<file path="src/rtl/serial_sorter_if.sv">
// Load/drain handshake bundle for serial_sorter.
// Upstream pushes elements in, downstream pulls sorted elements out.
interface serial_sorter_if #(
    parameter int W = 4
);
    logic         in_valid;
    logic         in_ready;
    logic [W-1:0] in_data;
    logic         out_valid;
    logic         out_ready;
    logic [W-1:0] out_data;

    modport master (
        output in_valid, in_data, out_ready,
        input  in_ready, out_valid, out_data
    );

    modport slave (
        input  in_valid, in_data, out_ready,
        output in_ready, out_valid, out_data
    );
endinterface

</file>
<file path="src/rtl/serial_sorter.sv">
// Frame sorter: loads N elements, bubble-sorts them on a fixed schedule,
// then streams them out smallest first.
module serial_sorter #(
    parameter int W = 4,
    parameter int N = 5
) (
    input  logic            clk,
    input  logic            rst,
    serial_sorter_if.slave  bus,
    output logic            busy
);
    localparam int CW = (N > 1) ? $clog2(N) : 1;
    localparam logic [CW-1:0] LAST = CW'(N - 1);
    localparam logic [CW-1:0] PEN  = CW'(N - 2);
    localparam logic [CW-1:0] ONE  = CW'(1);

    typedef enum logic [1:0] {
        LOAD,
        SORT,
        DRAIN
    } state_t;

    state_t        state;
    state_t        state_nx;
    logic [CW-1:0] k;
    logic [CW-1:0] p;
    logic [CW-1:0] j;
    logic [CW-1:0] jn;
    logic [CW-1:0] r;
    logic [W-1:0]  slot [N];
    logic          in_fire;
    logic          out_fire;
    logic          sort_done;

    assign jn        = j + ONE;
    assign in_fire   = bus.in_valid && (state == LOAD);
    assign out_fire  = bus.out_ready && (state == DRAIN);
    assign sort_done = (j == PEN) && (p == PEN);

    assign bus.in_ready  = (state == LOAD);
    assign bus.out_valid = (state == DRAIN);
    assign bus.out_data  = slot[r];
    assign busy          = (state != LOAD);

    always_ff @(posedge clk or negedge rst) begin
        if (!rst) begin
            state <= LOAD;
        end else begin
            state <= state_nx;
        end
    end

    always_comb begin
        state_nx = state;
        unique case (state)
            LOAD:    if (in_fire && k == LAST) state_nx = SORT;
            SORT:    if (sort_done) state_nx = DRAIN;
            DRAIN:   if (out_fire && r == LAST) state_nx = LOAD;
            default: state_nx = LOAD;
        endcase
    end

    always_ff @(posedge clk or negedge rst) begin
        if (!rst) begin
            k <= '0;
            p <= '0;
            j <= '0;
            r <= '0;
            for (int i = 0; i < N; i++) begin
                slot[i] <= '0;
            end
        end else begin
            unique case (state)
                LOAD: begin
                    if (in_fire) begin
                        slot[k] <= bus.in_data;
                        k       <= (k == LAST) ? '0 : k + ONE;
                    end
                end
                SORT: begin
                    // strict compare keeps equal keys in place
                    if (slot[j] > slot[jn]) begin
                        slot[j]  <= slot[jn];
                        slot[jn] <= slot[j];
                    end
                    if (j == PEN) begin
                        j <= '0;
                        p <= (p == PEN) ? '0 : p + ONE;
                    end else begin
                        j <= jn;
                    end
                end
                DRAIN: begin
                    if (out_fire) begin
                        r <= (r == LAST) ? '0 : r + ONE;
                    end
                end
                default: begin
                    k <= '0;
                end
            endcase
        end
    end
endmodule

</file>
<file path="src/flat_wrapper.sv">
// flat-port wrapper written by rule: the top's interface ports become plain ports
module serial_sorter_flat 
#(
    parameter int W = 4,
    parameter int N = 5
)
  (clk, rst, busy, bus_in_valid, bus_in_data, bus_out_ready, bus_in_ready, bus_out_valid, bus_out_data);
  serial_sorter_if #(.W(W)) bus_i ();
  input  logic clk;
  input  logic rst;
  output logic busy;
  input wire logic [$bits(bus_i.in_valid)-1:0] bus_in_valid;
  input wire logic [$bits(bus_i.in_data)-1:0] bus_in_data;
  input wire logic [$bits(bus_i.out_ready)-1:0] bus_out_ready;
  output wire logic [$bits(bus_i.in_ready)-1:0] bus_in_ready;
  output wire logic [$bits(bus_i.out_valid)-1:0] bus_out_valid;
  output wire logic [$bits(bus_i.out_data)-1:0] bus_out_data;
  assign bus_i.in_valid = bus_in_valid;
  assign bus_i.in_data = bus_in_data;
  assign bus_i.out_ready = bus_out_ready;
  assign bus_in_ready = bus_i.in_ready;
  assign bus_out_valid = bus_i.out_valid;
  assign bus_out_data = bus_i.out_data;
  serial_sorter #(.W(W), .N(N)) u_core (.clk(clk), .rst(rst), .bus(bus_i), .busy(busy));
endmodule
</file>
<file path="config.mk">
export PLATFORM = sky130hd
export DESIGN_NAME = serial_sorter_flat
export DESIGN_NICKNAME = d
export VERILOG_FILES = /design/src/rtl/serial_sorter_if.sv /design/src/rtl/serial_sorter.sv /design/src/flat_wrapper.sv
export SDC_FILE = /design/constraint.sdc
export NUM_CORES = 1
export LEC_CHECK = 0
export CAP_MARGIN = 20
export CORE_MARGIN = 2
export CORE_UTILIZATION = 65
export CTS_CLUSTER_DIAMETER = 150
export CTS_CLUSTER_SIZE = 30
export DETAILED_ROUTE_END_ITERATION = 12
export MAX_ROUTING_LAYER = met4
export PLACE_DENSITY = 0.95
export SETUP_SLACK_MARGIN = 0.1
export SLEW_MARGIN = 20
export SYNTH_ARGS = -nofsm -noshare
export SYNTH_HDL_FRONTEND = slang
export SYNTH_SLANG_ARGS = --single-unit
</file>
<file path="constraint.sdc">
create_clock -name clk -period 7.1 [get_ports clk]
set_clock_uncertainty 0.2 [all_clocks]
set_input_delay 1.42 -clock clk [delete_from_list [all_inputs] [get_ports clk]]
set_output_delay 1.42 -clock clk [all_outputs]
set_load 0.005 [all_outputs]
</file>
==> results of run 1 <==
## critical path, cell delays in order, from the launching register on
cell                      delay [ns]
sky130_fd_sc_hd__dfrtp_1        0.94
sky130_fd_sc_hd__ha_1           0.30
sky130_fd_sc_hd__ha_1           0.34
sky130_fd_sc_hd__nor3b_1        0.34
sky130_fd_sc_hd__a221o_1        0.31
sky130_fd_sc_hd__inv_2          0.07
sky130_fd_sc_hd__ha_1           0.28
sky130_fd_sc_hd__and3_1         0.19
sky130_fd_sc_hd__a31oi_1        0.18
sky130_fd_sc_hd__o31a_1         0.57
sky130_fd_sc_hd__nand2_1        0.28
sky130_fd_sc_hd__mux2_1         0.37
## metrics by stage
| step | utilization [%] | hold WS, ns |
|---|---|---|
| finish | 74.8 | 0.316 |
| global route | 74.8 | 0.337 |
| CTS | 74.8 | 0.319 |
| detailed placement | 71.4 | 0.302 |
| global placement | 71.4 | 0.283 |
| floorplan | - | 0.271 |
## cell usage after synthesis, types with 3 or more instances
library cell | count | area share, %
sky130_fd_sc_hd__a21o_1 | 6 | 1.6
sky130_fd_sc_hd__a21oi_1 | 20 | 3.6
sky130_fd_sc_hd__a222oi_1 | 3 | 1.1
sky130_fd_sc_hd__a22o_1 | 4 | 1.3
sky130_fd_sc_hd__a22oi_1 | 10 | 2.7
sky130_fd_sc_hd__a31oi_1 | 12 | 2.7
sky130_fd_sc_hd__a32oi_1 | 3 | 0.94
sky130_fd_sc_hd__and2_1 | 3 | 0.67
sky130_fd_sc_hd__buf_2 | 10 | 1.8
sky130_fd_sc_hd__buf_6 | 3 | 1.2
sky130_fd_sc_hd__dfrtp_1 | 34 | 30
sky130_fd_sc_hd__ha_1 | 15 | 6.7
sky130_fd_sc_hd__inv_1 | 11 | 1.5
sky130_fd_sc_hd__mux2_1 | 4 | 1.6
sky130_fd_sc_hd__mux2_2 | 11 | 4.4
sky130_fd_sc_hd__mux2i_1 | 20 | 7.2
sky130_fd_sc_hd__nand2_1 | 30 | 4.0
sky130_fd_sc_hd__nand2b_1 | 13 | 2.9
sky130_fd_sc_hd__nand3_1 | 6 | 1.1
sky130_fd_sc_hd__nor2_1 | 18 | 2.4
sky130_fd_sc_hd__nor2b_1 | 9 | 2.0
sky130_fd_sc_hd__nor3_1 | 6 | 1.1
sky130_fd_sc_hd__o21ai_0 | 13 | 2.3
sky130_fd_sc_hd__o21ai_1 | 4 | 0.72
sky130_fd_sc_hd__o22a_1 | 4 | 1.3
sky130_fd_sc_hd__o22ai_1 | 7 | 1.6
sky130_fd_sc_hd__o2bb2ai_1 | 6 | 1.9
## cell type report
| class | count | area share [%] |
|---|---|---|
| Inverter | 14 | 1.73 |
| Sequential cell | 34 | 28.0 |
| Tap cell | 50 | 2.06 |
| Clock buffer | 5 | 2.27 |
| Multi-Input combinational cell | 250 | 58.8 |
| Timing Repair Buffer | 15 | 4.86 |
| Clock inverter | 3 | 2.27 |
## worst min-delay path by stage
stage / startpoint / endpoint / slack [ns] / cells after the start
floorplan: u_core.p[2] / u_core.p[2] / 0.27 / 2
global placement: u_core.p[2] / u_core.p[2] / 0.28 / 2
detailed placement: u_core.p[0] / u_core.p[0] / 0.30 / 1
CTS: u_core.p[0] / u_core.p[0] / 0.32 / 1
global route: u_core.p[1] / u_core.p[1] / 0.34 / 1
finish: u_core.p[0] / u_core.p[0] / 0.32 / 1
## logic make-up after synthesis
kind of cell / Yosys count / share of synthesized area, %
flops: 34 / 30.4
compound gates: 103 / 25.4
simple gates: 95 / 17.1
mux: 37 / 14.5
buf+inv: 32 / 5.81
fa+ha+maj: 15 / 6.71
## report_power, final
part / switching (mW) / leakage (nW) / total [mW] / internal [mW]
clock: 0.0810 / 0.0683 / 0.222 / 0.141
sequential: 0.159 / 0.435 / 0.429 / 0.270
combinational: 0.580 / 0.776 / 1.01 / 0.425
## layer usage
layer / part of all wire [%] / vias to the layer above / track usage [%] / wire length [µm]
li1: - / 1186 / - / -
met1: 40 / 1225 / 46.0 / 3290
met2: 45 / 172 / 51.7 / 3670
met3: 11 / 33 / 9.88 / 872
met4: 4.4 / 0 / 16.1 / 363
met5: 0 / - / - / 0
## sequential cells by signal, summed over array words and instances (netlist names)
| signal | count |
|---|---|
| u_core.slot | 20 |
| u_core.r | 3 |
| u_core.k | 3 |
| u_core.j | 3 |
| u_core.state | 2 |
| u_core.p | 3 |
## cells in the final DEF, fill, tap and decap left out, drive strengths merged, types with 13 or more instances in the layout
cell type | Yosys | layout
dfrtp | 34 | 34
nand2 | 30 | 30
a21oi | 21 | 21
mux2i | 20 | 20
nor2 | 18 | 18
o21ai | 17 | 17
mux2 | 16 | 16
ha | 15 | 15
clkdlybuf4s50 | 0 | 14
nand2b | 13 | 13
inv | 13 | 13
==> run summary, run 1 <==
The average instance area after synthesis is 8.85 µm². The clock insertion delay at the later pin of the skew report is approximately 0.3 ns. The count of inserted antenna diode cells is 0. The required time of the worst setup path is 7.08 ns. The total clock buffers created by CTS came out at 5. The number of enable flip-flop cells after synthesis is 0.

The register-to-register setup slack came out at 2.60 ns. At the pin with the least slew margin, the transition time is 0.905 ns. The worst setup slack after layout came out at ~2.6 ns. The design draws 1.66 mW. The cell area reported after detailed placement came out at between 2000 and 3000 µm². The total leakage power came out at 1.28 nW. Prior to clock tree synthesis, the placed netlist has a worst setup slack of roughly 2.7 ns.

The run finished with clean final reports. The H-tree level count is 2. The footprint of the multi-input gates is 1780 µm². Across the run, the number of max-cap violations was 0. The number of antenna violations at the first check in global routing is 0. The post-layout minimum cycle time came out at ~4.5 ns.

Buffers inserted to repair hold after CTS numbered 0. The growth of design area from synthesis to finish came out at 8.50%. The core region is 4060 µm². In this run the critical register-to-register path is captured at u_core.slot[1]. The longest clock path from root to sink contains 2 buffers. The die covers a little under 5000 µm².

The endpoint arrival time on the critical path is 4.48 ns. The min-delay analysis places its worst path in the category reg2reg. The power per unit of standard cell area is 546 nW/µm². The nature of the critical path endpoint is a register. The maximum number of pins on one net before global-route repair is 35. The post-detailed-route DRC marker count is 0. The remaining global-route overflow is 0.

The final design area excluding fillers is ~3000 µm². The number of nets produced by synthesis is 339. The via total after detailed routing came out at 2616. The maximum vdd ir drop is 354 µV. The worst register-to-register path has a depth of 11. The peak clock frequency supported by timing is 222 MHz. The first routing iteration left between 200 and 300 violations.

In this run the count of I/O pins placed on the die edge is 15. The number of resized instances in the post-cts repair step is 0. The share of the clock period used by the worst path after layout is a little under two thirds. In this run the critical register-to-register path is launched from u_core.j[0]. Sequential cells were found to cover between 30% and 40% of the synthesized design area. Summing all flip-flop and latch instances after layout gives 851 µm². The initial core utilization came out at 68.9%. The floorplan step set the die width to 69.6 µm. The share of final-layout standard cells stronger than drive strength 1 is 9.35%. The final setup TNS came out at 0 ns. In this run the post-CTS setup repair buffer count came out at 0.

The die boundary height came out at between 60 and 70 µm. For this run, the leading register cell type out of synthesis is sky130_fd_sc_hd__dfrtp_1. The weighted congestion reported at the end of routability-driven placement is 1.10.

The critical path is of the reg2reg type. During synthesis, Yosys emitted a total of 0 warnings. The number of setup violations in the final report is 0. The count of cells in the finished layout, fillers not included, comes to 371. The number of global-route vias before repair was 2506. The count of final hold-check violations is 0. The count of pins over their slew limit is 0. The number of search-and-repair iterations in the first detailed-routing pass came out at 6. The detail route stage leaves a number of antenna-violating nets equal to 0. The global routing usage summed across all routing layers came out at 35.5%. The root buffer cell chosen for the clock tree is sky130_fd_sc_hd__clkbuf_8.

Once placement completed, the tool counted placed cells totaling 363. The total of flip-flops plus latches after synthesis came out at 34. The number of vias per cell is 7.05. The placed wire-length estimate after detailed placement came out at 5980 µm. The type of element launching the critical path is a register. The wire length of the first global-routing pass came out at 13100 µm. The distinct cell type count of the synthesized netlist is 52. The tightest slew margin relative to the limit is between 30 and 40%.

The post-synth design cell area came out at roughly 2800 µm². The largest fanout on the critical path came out at 27. The last element of the critical path is u_core.slot[1]. The standard-cell row count came out at 23.

The number of cells produced by synthesis is 316. TritonCTS built the clock tree. In the synthesized netlist the async set-or-reset flop fraction comes to 100%.

The filler cell count in the final layout is 289. The number of buffers inserted by port buffering is 14. Summed over all layers, the routed wires come to 8190 µm. The layout net count came out at 343. The average wire per cell in the routed design is 22.1 µm. Setup repair after global routing left no endpoint under its margin. The timing startpoint of the critical path is u_core.j[0].

CTS saw 34 sinks. The clock-pin slew reported for the worst setup and hold paths after clock tree synthesis came out at roughly 0.080 ns.
Power figures use the tool's default switching activity.
==> run 2, diff against run 1 <==
- CORE_UTILIZATION: 65 -> 55
- PLACE_DENSITY: 0.95 -> 0.88
- clock period: 7.1 -> 3.8 ns (I/O delays scaled with it)
==> run summary, run 2 (synthesized netlist as in run 1, its figures left out) <==
The run finished with clean final reports. The required time of the worst setup path came out at 3.77 ns. In this run the worst hold path is classified as reg2reg.

The standard-cell row count came out at 25. The number of antenna violations at the first check in global routing came out at 0. The number of global-route vias before repair came out at 2521. Across the VDD grid, the largest voltage drop is 440 µV. The post-route worst hold slack is about 0.3 ns.

In this run the static leakage power is 1.30 nW. The share of power burned in combinational logic came out at 67.5%. The final design area excluding fillers is 3080 µm². The number of vias per cell is 6.91.

The power per unit of standard cell area came out at 1000 nW/µm². The worst-case clock buffer depth came out at 2. Measured along the x axis, the die boundary spans 75.3 µm. The number of maximum-capacitance constraint violations came out at 0. In the routed design, unresolved DRC markers number 0.

The number of violations reported at the end of detailed-routing iteration 0 is 396. The number of search-and-repair iterations in the first detailed-routing pass came out at 8. The met2 wire length is 3800 µm. The number of resized instances in the post-cts repair step came out at 0. The root buffer cell chosen for the clock tree is sky130_fd_sc_hd__clkbuf_8. The worst setup slack after layout came out at between 0.2 and 0.25 ns.

The cell internal power dissipation is approximately 1.5 mW. The switching part of the total came out at 50.5%. The die is 75.3 µm tall. Among cell families on the critical path, the largest total delay comes from adder cells. The number of buffers inserted by port buffering came out at 14. The wire length of the first global-routing pass came out at approximately 13000 µm. Global routing used 31.6% of the available tracks across all layers.

The detailed-route wire length on metal 1 came out at 3350 µm. The count of final hold-check violations came out at 0. The slew of the pin with the lowest slew margin came out at 0.645 ns. The share of final-layout standard cells stronger than drive strength 1 is about an eighth.

The clock network accounts for 8.8% of the total power. The number of flip-flops in the largest register came out at 20. TritonCTS built the clock tree. After layout, the worst path uses 93.7% of the clock period.

Leaving out fill and tap cells, the most frequent cells in the layout are 34 x sky130_fd_sc_hd__dfrtp_1, 30 x sky130_fd_sc_hd__nand2_1, 20 x sky130_fd_sc_hd__mux2i_1, 20 x sky130_fd_sc_hd__a21oi_1, 18 x sky130_fd_sc_hd__nor2_1. The H-tree level count is 2. The filler cell count in the final layout came out at 429. The area of the core came out at 4820 µm². STA classifies the critical path startpoint as a register. The clock period could shrink to 3.56 ns.

The cell with the biggest individual delay on the critical path is sky130_fd_sc_hd__ha_2. The number of clock sinks came out at 34. The number of instances in the placed design came out at roughly 400. Total power for the finished layout comes to slightly above 3 mW. The layout net count came out at 352. The detail route stage leaves a number of antenna-violating nets equal to 0.

The tightest slew margin relative to the limit is 56.7%. Data on the critical path arrives at its endpoint at 3.54 ns. The sum of met3 wire segment lengths after detailed routing is 825 µm. The delay of the slowest cell on the worst path came out at roughly 0.47 ns. Excluding fillers, the count of instances in the completed layout stands at between 300 and 400. The total overflow left after global routing is 0. The clock-pin slew reported for the worst setup and hold paths after clock tree synthesis came out at roughly 0.070 ns. The clock reaches the later pin of the worst-skew pair after 0.29 ns. The final setup TNS came out at 0 ns. Of all nets on the critical path, the largest fanout is 10. STA classifies the critical path endpoint as a register.

The most common cell after layout, fill and taps aside is sky130_fd_sc_hd__dfrtp_1. The congestion estimate from routability-driven global placement came to 1.01. In this run the top signal layer used is met4. Buffers inserted during clock tree synthesis total 5. The count of pins over their slew limit is 0.

The placed instances occupy a cell area of approximately 3000 µm². The peak clock frequency supported by timing is around 280 MHz. Summing over every cut layer, the via total after detailed routing is about 2700. Traced cell by cell, the critical path runs through ha_1 > ha_2 > nor2b_1 > a221o_1 > inv_2 > ha_1 > and3_1 > a31oi_1 > o31a_1 > and2_1 > mux2_2. The die area is 5670 µm². The final core utilization is 63.9%. Sequential cells burn 23.7% of the power. Setup violations remaining at the end of the flow were counted as 0. After detailed routing, the average wire length per cell comes to roughly 21 µm.

The most numerous cell type found on the critical path is sky130_fd_sc_hd__ha_1. The number of antenna diodes in the final layout is 0. The maximum number of pins on one net before global-route repair is 35. The number of hold buffers added after CTS is 0.

The initial core utilization is 58.1%. The wire length after detailed routing is 8340 µm. The setup slack after placement came out at 0.302 ns. The critical path is of the reg2reg type. Setup repair after global routing left no endpoint under its margin. Once the clock tree was built, the setup fixing pass inserted 0 buffers. The HPWL after detailed placement is 6100 µm. In this run the power spent charging and discharging nets is 1.56 mW. Relative to the synthesized area, the layout overhead comes to 9.97%.

The number of top-level pins came out at 15. The sum of buffers and inverters on the critical path is 1. Ranked by flip-flop count, first place goes to u_core.slot.
## run 2: cell types whose count changed in the layout (fill, tap and decap cells not counted)
cell	change
sky130_fd_sc_hd__ha_2	+1
sky130_fd_sc_hd__clkinv_4	-1
sky130_fd_sc_hd__ha_1	-1
sky130_fd_sc_hd__buf_4	+9
sky130_fd_sc_hd__nor3b_2	+1
sky130_fd_sc_hd__nor3b_1	-1
sky130_fd_sc_hd__clkbuf_8	+1
sky130_fd_sc_hd__bufinv_16	-2
## run 2: cell type report
| type | count | area [µm²] | share of cell area (%) |
|---|---|---|---|
| tap | 67 | 83.8 | 2.72 |
| multi-input combinational | 250 | 1790 | 58.2 |
| sequential | 34 | 851 | 27.7 |
| inverter | 14 | 52.6 | 1.71 |
| timing repair buffer | 24 | 215 | 6.99 |
| clock buffer | 6 | 82.6 | 2.68 |
## run 2: path summary, 6_finish.rpt
| check | start | to | slack, ns | cells after the start |
|---|---|---|---|---|
| hold reg to reg | u_core.p[2] | u_core.p[2] | 0.31 | 2 |
| setup / recovery | u_core.j[0] | u_core.slot[13] | 0.24 | 11 |
| hold / removal | u_core.p[2] | u_core.p[2] | 0.31 | 2 |
| setup reg to reg | u_core.j[0] | u_core.slot[13] | 0.24 | 11 |
| max in group asynchronous | rst | u_core.r[0] | 2.37 | 2 |
| min in group asynchronous | rst | u_core.k[0] | 0.69 | 2 |
## run 2: tightest hold or removal path: stages, from the launching register on
cell	delay (ns)
sky130_fd_sc_hd__dfrtp_1	0.38
sky130_fd_sc_hd__inv_1	0.05
sky130_fd_sc_hd__a31oi_1	0.03
## run 2: per-layer routing
layer | vias up | GRT usage [%]
li1 | 1207 | -
met2 | 175 | 45.7
met1 | 1302 | 42.0
met5 | - | -
met4 | 0 | 15.8
met3 | 44 | 6.61
## run 2: power by group through the flow
stage | Combinational (mW) | Clock [mW] | Sequential, mW
2_1_floorplan | 1.49 | 0 | 0.618
6_report | 2.08 | 0.272 | 0.730
3_3_place_gp | 1.99 | 0 | 0.712
4_1_cts | 2.02 | 0.272 | 0.716
3_5_place_dp | 2.00 | 0 | 0.723
5_1_grt | 2.22 | 0.285 | 0.744
==> run 3, diff against run 2 <==
- SLEW_MARGIN: 20 -> default
- clock period: 3.8 -> 3.2 ns (I/O delays scaled with it)
==> run summary, run 3 (synthesized netlist as in run 1, its figures left out) <==
The first global-routing pass estimated 13600 µm of wire. The number of vias per cell is a little under 7. The clock insertion delay at the later pin of the skew report is 0.30 ns. TritonCTS built the clock tree. STA classifies the critical path endpoint as a register.

The library cells used most frequently in the layout, excluding fill and tap cells, are 34 x sky130_fd_sc_hd__dfrtp_1, 28 x sky130_fd_sc_hd__nand2_1, 22 x sky130_fd_sc_hd__buf_4. With fillers left out, the area of the finished cells amounts to 3450 µm². 0 antenna diodes ended up in the layout. Once the floorplan was initialized, standard cells occupied between 50 and 60% of the core.

The worst setup path is of the reg2reg kind. The post-route non-filler standard cell count is 416. The number of global-route vias before repair came to 2538. The number of buffers inserted by port buffering is 14. The number of hold buffers added after CTS is 0. The min-delay analysis places its worst path in the category reg2reg. The number of flip-flops in the largest register is 20. At the end of routability-driven placement, the weighted congestion stood at 1.03. The overall power consumption came out at 4.49 mW. The standard-cell row count came out at 25. The required time of the worst setup path is 3.18 ns. The number of violations reported at the end of detailed-routing iteration 0 is 366. The area of the core came out at a little under 5000 µm². The largest fanout on the critical path is 6. The final antenna-violating net count came out at 0. The maximum vdd ir drop came out at 675 µV. The number of maximum-capacitance constraint violations is 0. The wire length after detailed routing came out at 9460 µm.

In this run the cell area measured after placement is 3100 µm². The total clock buffers created by CTS is 5. Leaving out fill and tap cells, the most frequent cell in the layout is sky130_fd_sc_hd__dfrtp_1. Before antenna repair, the detailed router went through 5 iterations.

In the final layout, the share of cells above drive strength 1 is 23.8%. The post-layout minimum cycle time is 3.13 ns. The H-tree level count came out at 2.

Setup repair after global routing could not meet its margin everywhere. The slew of the pin with the lowest slew margin came out at roughly 0.58 ns. The number of setup violations in the final report came out at 0. Ranked by flip-flop count, first place goes to u_core.slot. The worst-case clock buffer depth is 2.

Data on the critical path arrives at its endpoint at 3.11 ns. The total leakage power came out at 1.49 nW. The placed wire-length estimate after detailed placement came out at around 6700 µm. The number of instances in the placed design is 401. The average wire per cell in the routed design is approximately 23 µm.

The maximum number of pins on one net before global-route repair came out at 29. The remaining global-route overflow came out at 0. The clock root buffer is sky130_fd_sc_hd__clkbuf_8. The via total after detailed routing is approximately 2800. The die boundary height is 75.3 µm. After layout, the worst path uses 97.7% of the clock period.

The number of top-level pins came out at 15. The global routing usage summed across all routing layers came out at 34.0%. The growth of design area from synthesis to finish came out at 23.3%. The layout net count came out at about 370.

The die width is 75.3 µm. The worst setup path is launched from a register. The count of final hold-check violations was 0.

For this design, the sink count on the clock tree is 34. The power per unit of standard cell area is 1300 nW/µm². The peak clock frequency supported by timing is 320 MHz. The filler cell count in the final layout is roughly 380. The count of pins over their slew limit is 0. Clock-pin slew was measured on the worst setup and hold paths at roughly 0.08 ns. The number of antenna violations at the first check in global routing is 0. The tightest slew margin relative to the limit came out at 61.0%. The die covers ~5700 µm².

The flow ran to the end, and the final reports show no timing, DRC or antenna violations. Adding up every negative setup slack in the final design gives 0 ns. The post-detailed-route DRC marker count is 0.
run 3: changes by cell type in the layout (fill, tap and decap cells not counted), moves of 4 or more:
cell	change
sky130_fd_sc_hd__mux2_4	+6
sky130_fd_sc_hd__mux2_2	-4
sky130_fd_sc_hd__a21oi_1	-7
sky130_fd_sc_hd__buf_4	+12
sky130_fd_sc_hd__buf_6	+6
sky130_fd_sc_hd__a21oi_2	+7
run 3: final cells by class:
class	count	area, µm²	area share (%)
multi-input cells	250	1940	56.2
repair buffers	43	388	11.2
well taps	67	83.8	2.43
inverters	14	52.6	1.52
flip-flops and latches	34	851	24.7
clock inverters	3	68.8	1.99
clock buffers	5	68.8	1.99
run 3: what timing repair did:
item	CTS	global route
endpoints found under the setup margin	12	20
setup buffers	3	4
gates resized for setup	13	25
pin swaps	5	3
run 3: critical path, stage by stage (launching register included):
cell and delay, ns:
sky130_fd_sc_hd__dfrtp_1 0.43, sky130_fd_sc_hd__ha_4 0.19, sky130_fd_sc_hd__ha_4 0.27, sky130_fd_sc_hd__and2_1 0.17, sky130_fd_sc_hd__a22o_1 0.20, sky130_fd_sc_hd__a21oi_2 0.22, sky130_fd_sc_hd__ha_1 0.28, sky130_fd_sc_hd__nand2b_1 0.08
sky130_fd_sc_hd__a21oi_1 0.06, sky130_fd_sc_hd__o31a_1 0.32, sky130_fd_sc_hd__nand2_2 0.21, sky130_fd_sc_hd__mux2_2 0.36
run 3: per-stage QoR:
step | util, % | setup slack [ns] | hold slack (ns)
6_report | 71.6 | 0.0724 | 0.299
5_1_grt | 71.6 | -0.0242 | 0.354
3_5_place_dp | 64.4 | 0.0552 | 0.291
4_1_cts | 68.9 | 0.105 | 0.303
2_1_floorplan | - | 0.106 | 0.144
3_3_place_gp | 64.4 | 0.0640 | 0.279
run 3: power by group:
group | total [mW] | internal (mW) | switching [mW]
clock | 0.496 | 0.312 | 0.183
sequential | 0.887 | 0.600 | 0.287
combinational | 3.11 | 1.47 | 1.64
run 3: final timing paths:
| kind | from | endpoint | slack, ns | depth (start not counted) |
|---|---|---|---|---|
| setup / recovery | u_core.j[0] | u_core.slot[2] | 0.07 | 11 |
| hold / removal | u_core.p[2] | u_core.p[2] | 0.30 | 2 |
| setup reg to reg | u_core.j[0] | u_core.slot[2] | 0.07 | 11 |
| hold reg to reg | u_core.p[2] | u_core.p[2] | 0.30 | 2 |
| max in group asynchronous | rst | u_core.slot[11] | 1.65 | 2 |
| min in group asynchronous | rst | u_core.slot[13] | 0.42 | 1 |
run 3: metal layers:
metal | global-route usage, % | part of all wire (%) | vias to the layer above
met1 | 45.9 | 40 | 1365
met2 | 52.4 | 48 | 181
li1 | - | - | 1243
met5 | - | 0 | -
met4 | 12.7 | 3.4 | 0
met3 | 4.37 | 8.3 | 31
